==> config.mk <==
export PLATFORM = sky130hd
export DESIGN_NAME = alu_bist_ctrl_flat
export DESIGN_NICKNAME = d
export VERILOG_FILES = /design/src/rtl/alu_bist_pkg.sv /design/src/rtl/alu_bist_if.sv /design/src/rtl/alu_bist_lfsr.sv /design/src/rtl/alu_bist_ctrl.sv /design/src/flat_wrapper.sv
export SDC_FILE = /design/constraint.sdc
export NUM_CORES = 1
export LEC_CHECK = 0
export ABC_AREA = 0
export CAP_MARGIN = 20
export CORE_MARGIN = 3
export CORE_UTILIZATION = 49
export DETAILED_ROUTE_END_ITERATION = 10
export PLACE_DENSITY = 0.77
export SYNTH_ARGS = -nofsm -noshare
export SYNTH_HDL_FRONTEND = slang
export SYNTH_SLANG_ARGS = --single-unit
export TNS_END_PERCENT = 10
==> constraint.sdc <==
create_clock -name clk -period 3.45 [get_ports clk]
set_clock_uncertainty 0.2 [all_clocks]
set_input_delay 0.5175 -clock clk [delete_from_list [all_inputs] [get_ports clk]]
set_output_delay 0.5175 -clock clk [all_outputs]
set_load 0.01 [all_outputs]
==> src/rtl/alu_bist_pkg.sv <==
// Shared types and constants for the ALU BIST controller: FSM states, LFSR/MISR
// feedback polynomials per width, seed substitution and wait-latency limits.
package alu_bist_pkg;

    typedef enum logic [1:0] {
        ST_IDLE  = 2'd0,
        ST_LOAD  = 2'd1,
        ST_APPLY = 2'd2,
        ST_DONE  = 2'd3
    } state_e;

    // Galois right-shift feedback masks
    localparam logic [7:0]  POLY_8  = 8'hB8;
    localparam logic [15:0] POLY_16 = 16'hB400;
    localparam logic [31:0] POLY_32 = 32'h8020_0003;

    localparam int unsigned SEED_ZERO_SUB = 1;
    localparam int unsigned LAT_MAX       = 15;
    localparam int unsigned LAT_CNT_W     = 4;
    localparam int unsigned VEC_CNT_W     = 16;

    function automatic logic [31:0] poly_for(input int unsigned w);
        case (w)
            8:       return 32'(POLY_8);
            32:      return POLY_32;
            default: return 32'(POLY_16);
        endcase
    endfunction

endpackage

==> src/rtl/alu_bist_if.sv <==
// Stimulus/response bundle between the BIST controller and its harness.
// Optional abort input present when ALU_BIST_ABORT_EN is defined.
interface alu_bist_if #(
    parameter int unsigned WIDTH = 8,
    parameter int unsigned RES_W = 16
);
    logic                 start;
    logic [15:0]          num_vec;
    logic [2*WIDTH-1:0]   seed;
    logic [RES_W-1:0]     exp_sig;
    logic [RES_W-1:0]     res_in;
`ifdef ALU_BIST_ABORT_EN
    logic                 abort;
`endif
    logic [WIDTH-1:0]     a_out;
    logic [WIDTH-1:0]     b_out;
    logic                 busy;
    logic                 done;
    logic                 pass;
    logic [RES_W-1:0]     signature;
    logic [15:0]          vec_cnt;

    // Controller side
    modport master (
`ifdef ALU_BIST_ABORT_EN
        input  abort,
`endif
        input  start, num_vec, seed, exp_sig, res_in,
        output a_out, b_out, busy, done, pass, signature, vec_cnt
    );

    // Harness side
    modport slave (
`ifdef ALU_BIST_ABORT_EN
        output abort,
`endif
        output start, num_vec, seed, exp_sig, res_in,
        input  a_out, b_out, busy, done, pass, signature, vec_cnt
    );

endinterface

==> src/rtl/alu_bist_lfsr.sv <==
// Galois right-shift register with parallel load, step enable and data-in XOR.
// Serves both as the operand LFSR (din=0) and as the response MISR.
module alu_bist_lfsr #(
    parameter int unsigned   W    = 16,
    parameter logic [W-1:0]  POLY = W'(16'hB400)
) (
    input  logic         clk,
    input  logic         rst,
    input  logic         load_i,
    input  logic [W-1:0] load_val_i,
    input  logic         en_i,
    input  logic [W-1:0] din_i,
    output logic [W-1:0] q_o
);

    logic [W-1:0] q_q;
    logic [W-1:0] q_d;

    always_comb begin
        q_d = q_q;
        if (load_i) begin
            q_d = load_val_i;
        end else if (en_i) begin
            q_d = (q_q >> 1) ^ (q_q[0] ? POLY : '0) ^ din_i;
        end
    end

    always_ff @(posedge clk) begin
        if (rst) begin
            q_q <= '0;
        end else begin
            q_q <= q_d;
        end
    end

    assign q_o = q_q;

endmodule

==> src/rtl/alu_bist_ctrl.sv <==
// BIST controller: drives LFSR operand pairs, captures results after LAT wait
// cycles into a MISR and compares the signature. Optional ALU_BIST_ABORT_EN.
module alu_bist_ctrl
    import alu_bist_pkg::*;
#(
    parameter int unsigned WIDTH = 8,
    parameter int unsigned RES_W = 16,
    parameter int unsigned LAT   = 0
) (
    input  logic       clk,
    input  logic       rst,
    alu_bist_if.master bus
);

    localparam int unsigned     LW     = 2 * WIDTH;
    localparam logic [LW-1:0]   POLY_L = LW'(poly_for(LW));
    localparam logic [RES_W-1:0] POLY_M = RES_W'(poly_for(RES_W));

    state_e                 state_q;
    logic [LAT_CNT_W-1:0]   w_q;
    logic [VEC_CNT_W-1:0]   cnt_q;
    logic [VEC_CNT_W-1:0]   nv_q;
    logic [LW-1:0]          seed_q;
    logic                   busy_q;
    logic                   done_q;
    logic                   aborted_q;

    logic                   abort_c;
    logic                   lat_hit_c;
    logic                   capture_c;
    logic                   load_c;
    logic [LW-1:0]          seed_eff_c;
    logic [LW-1:0]          lfsr_q;
    logic [RES_W-1:0]       misr_q;

`ifdef ALU_BIST_ABORT_EN
    assign abort_c = bus.abort;
`else
    assign abort_c = 1'b0;
`endif

    assign lat_hit_c  = (w_q == LAT_CNT_W'(LAT));
    assign capture_c  = (state_q == ST_APPLY) && lat_hit_c && !abort_c;
    assign load_c     = (state_q == ST_LOAD);
    // An all-zero seed would lock the LFSR, so substitute a non-zero one
    assign seed_eff_c = (seed_q == '0) ? LW'(SEED_ZERO_SUB) : seed_q;

    alu_bist_lfsr #(.W(LW), .POLY(POLY_L)) u_lfsr (
        .clk        (clk),
        .rst        (rst),
        .load_i     (load_c),
        .load_val_i (seed_eff_c),
        .en_i       (capture_c),
        .din_i      (LW'(0)),
        .q_o        (lfsr_q)
    );

    alu_bist_lfsr #(.W(RES_W), .POLY(POLY_M)) u_misr (
        .clk        (clk),
        .rst        (rst),
        .load_i     (load_c),
        .load_val_i (RES_W'(0)),
        .en_i       (capture_c),
        .din_i      (bus.res_in),
        .q_o        (misr_q)
    );

    always_ff @(posedge clk) begin
        if (rst) begin
            state_q   <= ST_IDLE;
            w_q       <= '0;
            cnt_q     <= '0;
            nv_q      <= '0;
            seed_q    <= '0;
            busy_q    <= 1'b0;
            done_q    <= 1'b0;
            aborted_q <= 1'b0;
        end else begin
            case (state_q)
                ST_IDLE, ST_DONE: begin
                    if (bus.start) begin
                        state_q   <= ST_LOAD;
                        nv_q      <= bus.num_vec;
                        seed_q    <= bus.seed;
                        busy_q    <= 1'b1;
                        done_q    <= 1'b0;
                        aborted_q <= 1'b0;
                    end
                end
                ST_LOAD: begin
                    cnt_q <= '0;
                    w_q   <= '0;
                    if (abort_c) begin
                        state_q   <= ST_DONE;
                        busy_q    <= 1'b0;
                        done_q    <= 1'b1;
                        aborted_q <= 1'b1;
                    end else if (nv_q == '0) begin
                        state_q <= ST_DONE;
                        busy_q  <= 1'b0;
                        done_q  <= 1'b1;
                    end else begin
                        state_q <= ST_APPLY;
                    end
                end
                ST_APPLY: begin
                    // Abort wins over a capture landing in the same cycle
                    if (abort_c) begin
                        state_q   <= ST_DONE;
                        busy_q    <= 1'b0;
                        done_q    <= 1'b1;
                        aborted_q <= 1'b1;
                    end else if (lat_hit_c) begin
                        cnt_q <= cnt_q + VEC_CNT_W'(1);
                        w_q   <= '0;
                        if ((cnt_q + VEC_CNT_W'(1)) == nv_q) begin
                            state_q <= ST_DONE;
                            busy_q  <= 1'b0;
                            done_q  <= 1'b1;
                        end
                    end else begin
                        w_q <= w_q + LAT_CNT_W'(1);
                    end
                end
                default: begin
                    state_q <= ST_IDLE;
                    busy_q  <= 1'b0;
                    done_q  <= 1'b0;
                end
            endcase
        end
    end

    assign bus.a_out     = lfsr_q[LW-1:WIDTH];
    assign bus.b_out     = lfsr_q[WIDTH-1:0];
    assign bus.busy      = busy_q;
    assign bus.done      = done_q;
    assign bus.pass      = done_q && !aborted_q && (misr_q == bus.exp_sig);
    assign bus.signature = misr_q;
    assign bus.vec_cnt   = cnt_q;

endmodule

==> src/flat_wrapper.sv <==
// flat-port wrapper written by rule: the top's interface ports become plain ports
module alu_bist_ctrl_flat import alu_bist_pkg::*;
#(
    parameter int unsigned WIDTH = 8,
    parameter int unsigned RES_W = 16,
    parameter int unsigned LAT   = 0
)
  (clk, rst, bus_start, bus_num_vec, bus_seed, bus_exp_sig, bus_res_in, bus_a_out, bus_b_out, bus_busy, bus_done, bus_pass, bus_signature, bus_vec_cnt);
  alu_bist_if #(.WIDTH(WIDTH), .RES_W(RES_W)) bus_i ();
  input  logic clk;
  input  logic rst;
  input wire logic [$bits(bus_i.start)-1:0] bus_start;
  input wire logic [$bits(bus_i.num_vec)-1:0] bus_num_vec;
  input wire logic [$bits(bus_i.seed)-1:0] bus_seed;
  input wire logic [$bits(bus_i.exp_sig)-1:0] bus_exp_sig;
  input wire logic [$bits(bus_i.res_in)-1:0] bus_res_in;
  output wire logic [$bits(bus_i.a_out)-1:0] bus_a_out;
  output wire logic [$bits(bus_i.b_out)-1:0] bus_b_out;
  output wire logic [$bits(bus_i.busy)-1:0] bus_busy;
  output wire logic [$bits(bus_i.done)-1:0] bus_done;
  output wire logic [$bits(bus_i.pass)-1:0] bus_pass;
  output wire logic [$bits(bus_i.signature)-1:0] bus_signature;
  output wire logic [$bits(bus_i.vec_cnt)-1:0] bus_vec_cnt;
  assign bus_i.start = bus_start;
  assign bus_i.num_vec = bus_num_vec;
  assign bus_i.seed = bus_seed;
  assign bus_i.exp_sig = bus_exp_sig;
  assign bus_i.res_in = bus_res_in;
  assign bus_a_out = bus_i.a_out;
  assign bus_b_out = bus_i.b_out;
  assign bus_busy = bus_i.busy;
  assign bus_done = bus_i.done;
  assign bus_pass = bus_i.pass;
  assign bus_signature = bus_i.signature;
  assign bus_vec_cnt = bus_i.vec_cnt;
  alu_bist_ctrl #(.WIDTH(WIDTH), .RES_W(RES_W), .LAT(LAT)) u_core (.clk(clk), .rst(rst), .bus(bus_i));
endmodule
==> results.json <==
{
  "antenna_cells": 0,
  "synth_edf_count": 0,
  "grt_first_pass_wirelength_um": 19060,
  "yosysWarnings": 0,
  "antenna_left": 0,
  "power_leakage_nw": 2.059,
  "finalPower_w": 0.003715,
  "ir_worst_vdd_uv": 349.4,
  "critPathKind": "input pin to output pin",
  "cts_resized": 0,
  "placed_area_um2": 5707,
  "fp.dieH_um": 102.2,
  "combinationalPowerShare": 0.437,
  "swShare": 0.4114,
  "clk_latency_ns": 0.36,
  "finalInstanceArea_um2": 5887,
  "ys_ff_latch": 88,
  "dp_hpwl_um": 8636,
  "cts_tree": "done",
  "nets": 752,
  "p_sw_w": 0.001528,
  "dr_total_vias": 4406,
  "syn_avg_cell_area_um2": 7.705,
  "gp_congestion": 0.8817,
  "final_cell_mix": "nand2_1 (118), clkdlybuf4s50_1 (116), dfxtp_1 (88), a21oi_1 (79), nor2_1 (57)",
  "grt_max_degree": 70,
  "crit_required_ns": 2.73,
  "routedWlPerCell_um": 15.08,
  "async_reset_ff_frac": 0,
  "fmax_mhz": 323.2,
  "p_seq_frac": 0.385,
  "hold_viol_final": 0,
  "finalSetupViolations": 0,
  "start_util": 0.5120,
  "fp.dieW_um": 102.2,
  "vias_per_cell": 5.556,
  "slew_viol_final": 0,
  "layout_commonest_cell": "nand2_1",
  "p_clk_frac": 0.179,
  "ios": 118,
  "io_buffer_count": 117,
  "coreArea_um2": 8848,
  "drive_gt1_frac": 0.04818,
  "min_period_ns": 3.094,
  "fin_setup_tns_ns": 0,
  "routed_wirelength_um": 11960,
  "antenna_found_initial": 0,
  "syn-num-nets": 660,
  "synth_ff_type": "dfxtp_1",
  "ys_seq_area_frac": 0.3888,
  "root_buffer": "clkbuf_8",
  "cts_buffers": 9,
  "clockBufferDepth": 2,
  "grt-ovfl-total": 0,
  "whs_ns": 0.2656,
  "setup.worst_path.start_class": "input pin",
  "post_synth_num_cell_types": 50,
  "first_pass_iters": 5,
  "post_cts_buffers": 0,
  "arrival_ns": 2.38,
  "power.internal_w": 0.002187,
  "hp-class": "register to register",
  "drv_cap": 0,
  "final_core_util": 0.6653,
  "netlist_area_um2": 4531,
  "period_share": 0.8967,
  "relSlewSlack": 0.3471,
  "grt_use_total": 0.2284,
  "clock_sinks": 88,
  "syn_inst": 588,
  "clk_pin_slew_worst_paths_ns": 0.08,
  "p_per_area_nw_per_um2": 631.1,
  "htree_num_levels": 3,
  "status": "complete, no violations",
  "dieArea_um2": 10440,
  "cts_hold_buf": 0,
  "cp-end-kind": "output pin",
  "rsz0062_at_grt": "no",
  "drt_iter0_drc": 219,
  "critical_path.max_fanout": 1,
  "drc": 0,
  "rows": 34,
  "tightest_slew_ns": 0.9770,
  "areaGrowthSynthToFinish_pct": 29.94,
  "grt_pass1_vias": 3947
}
-- path summary, 6_finish.rpt --
kind,start,endpoint,slack (ns),cells past startpoint
min reg2reg,u_core.seed_q[0],u_core.seed_q[0],0.27,2
max,bus_exp_sig[12],bus_pass,0.36,6
max reg2reg,u_core.bus.vec_cnt[0],u_core.bus.busy,0.50,9
min,u_core.seed_q[0],u_core.seed_q[0],0.27,2
-- metal layers --
layer  global-route usage  vias up  share of wire
met3              0.03754       18          0.067
met2               0.3618      159           0.45
met4              0.07265        0          0.012
li1                     -     2199              -
met5                    0        -              0
met1               0.3190     2030           0.47
-- through the flow --
stage               worst slack, ns  cells
finish                       0.3564    793
CTS                          0.3507    793
floorplan                    0.7604    588
global route                 0.2508    793
global placement             0.4752    777
detailed placement           0.3563    777
-- state kept, by name (all words and copies together) (netlist names) --
name	flops
u_core.bus.vec_cnt	16
u_core.nv_q	16
u_core.seed_q	16
u_core.u_lfsr.q_o	16
u_core.u_misr.q_o	16
u_core.w_q	4
u_core.state_q	2
u_core.bus.busy	1
u_core.bus.done	1
-- worst max-delay path: stages --
cell and delay (ns):
clkdlybuf4s50_1 0.42, xor2_1 0.15, nor4_1 0.29, nand4_1 0.13
nor4_1 0.28, clkdlybuf4s50_1 0.59
-- synthesized netlist by cell type, types with 2 or more instances --
cell type / instances / area, µm²
a211oi_1: 19 / 142.6
a21oi_1: 79 / 395.4
a311oi_1: 4 / 35.03
a31oi_1: 4 / 25.02
and2_1: 5 / 31.28
and3_1: 6 / 37.54
buf_2: 8 / 40.04
clkbuf_1: 33 / 123.9
dfxtp_1: 88 / 1762
ha_1: 5 / 62.56
inv_1: 10 / 37.54
mux2i_1: 2 / 20.02
nand2_1: 118 / 442.9
nand3_1: 7 / 35.03
nand4_1: 10 / 62.56
nand4b_1: 2 / 17.52
nor2_1: 57 / 214.0
nor2b_1: 4 / 25.02
nor3_1: 9 / 45.04
nor3b_1: 2 / 15.01
nor4_1: 11 / 68.82
o211ai_1: 2 / 15.01
o21ai_0: 17 / 85.08
or3_1: 2 / 12.51
xnor2_1: 47 / 411.6
xor2_1: 13 / 113.9
-- kinds of logic (layout without fill, tap and decap cells) --
family / count (synthesis) / in the layout / share of synthesized area
and+or+nand+nor: 244 / 244 / 0.2516
AOI/OAI and AO/OA: 137 / 137 / 0.1792
DFF: 88 / 88 / 0.3888
xor gates and xnor gates: 60 / 60 / 0.1160
buffers and inverters: 52 / 149 / 0.04612
adders and majority gates: 5 / 5 / 0.01381
muxes: 2 / 2 / 0.004419
-- area by class of cell --
class / count / area [µm²]
Multi-Input combinational cell: 448 / 2561
Clock inverter: 6 / 42.54
Inverter: 10 / 37.54
Tap cell: 108 / 135.1
Timing Repair Buffer: 123 / 1211
Sequential cell: 88 / 1762
Clock buffer: 10 / 137.6
Fill cell: 798 / 2962
-- power groups by stage --
stage	combinational (W)	clock [W]	sequential, W
CTS	0.00162	0.000676	0.00143
global route	0.00180	0.000716	0.00146
finish	0.00162	0.000664	0.00143
global placement	0.00158	0	0.00144
floorplan	0.00108	0	0.00142
detailed placement	0.00162	0	0.00145
Power figures use the tool's default switching activity.
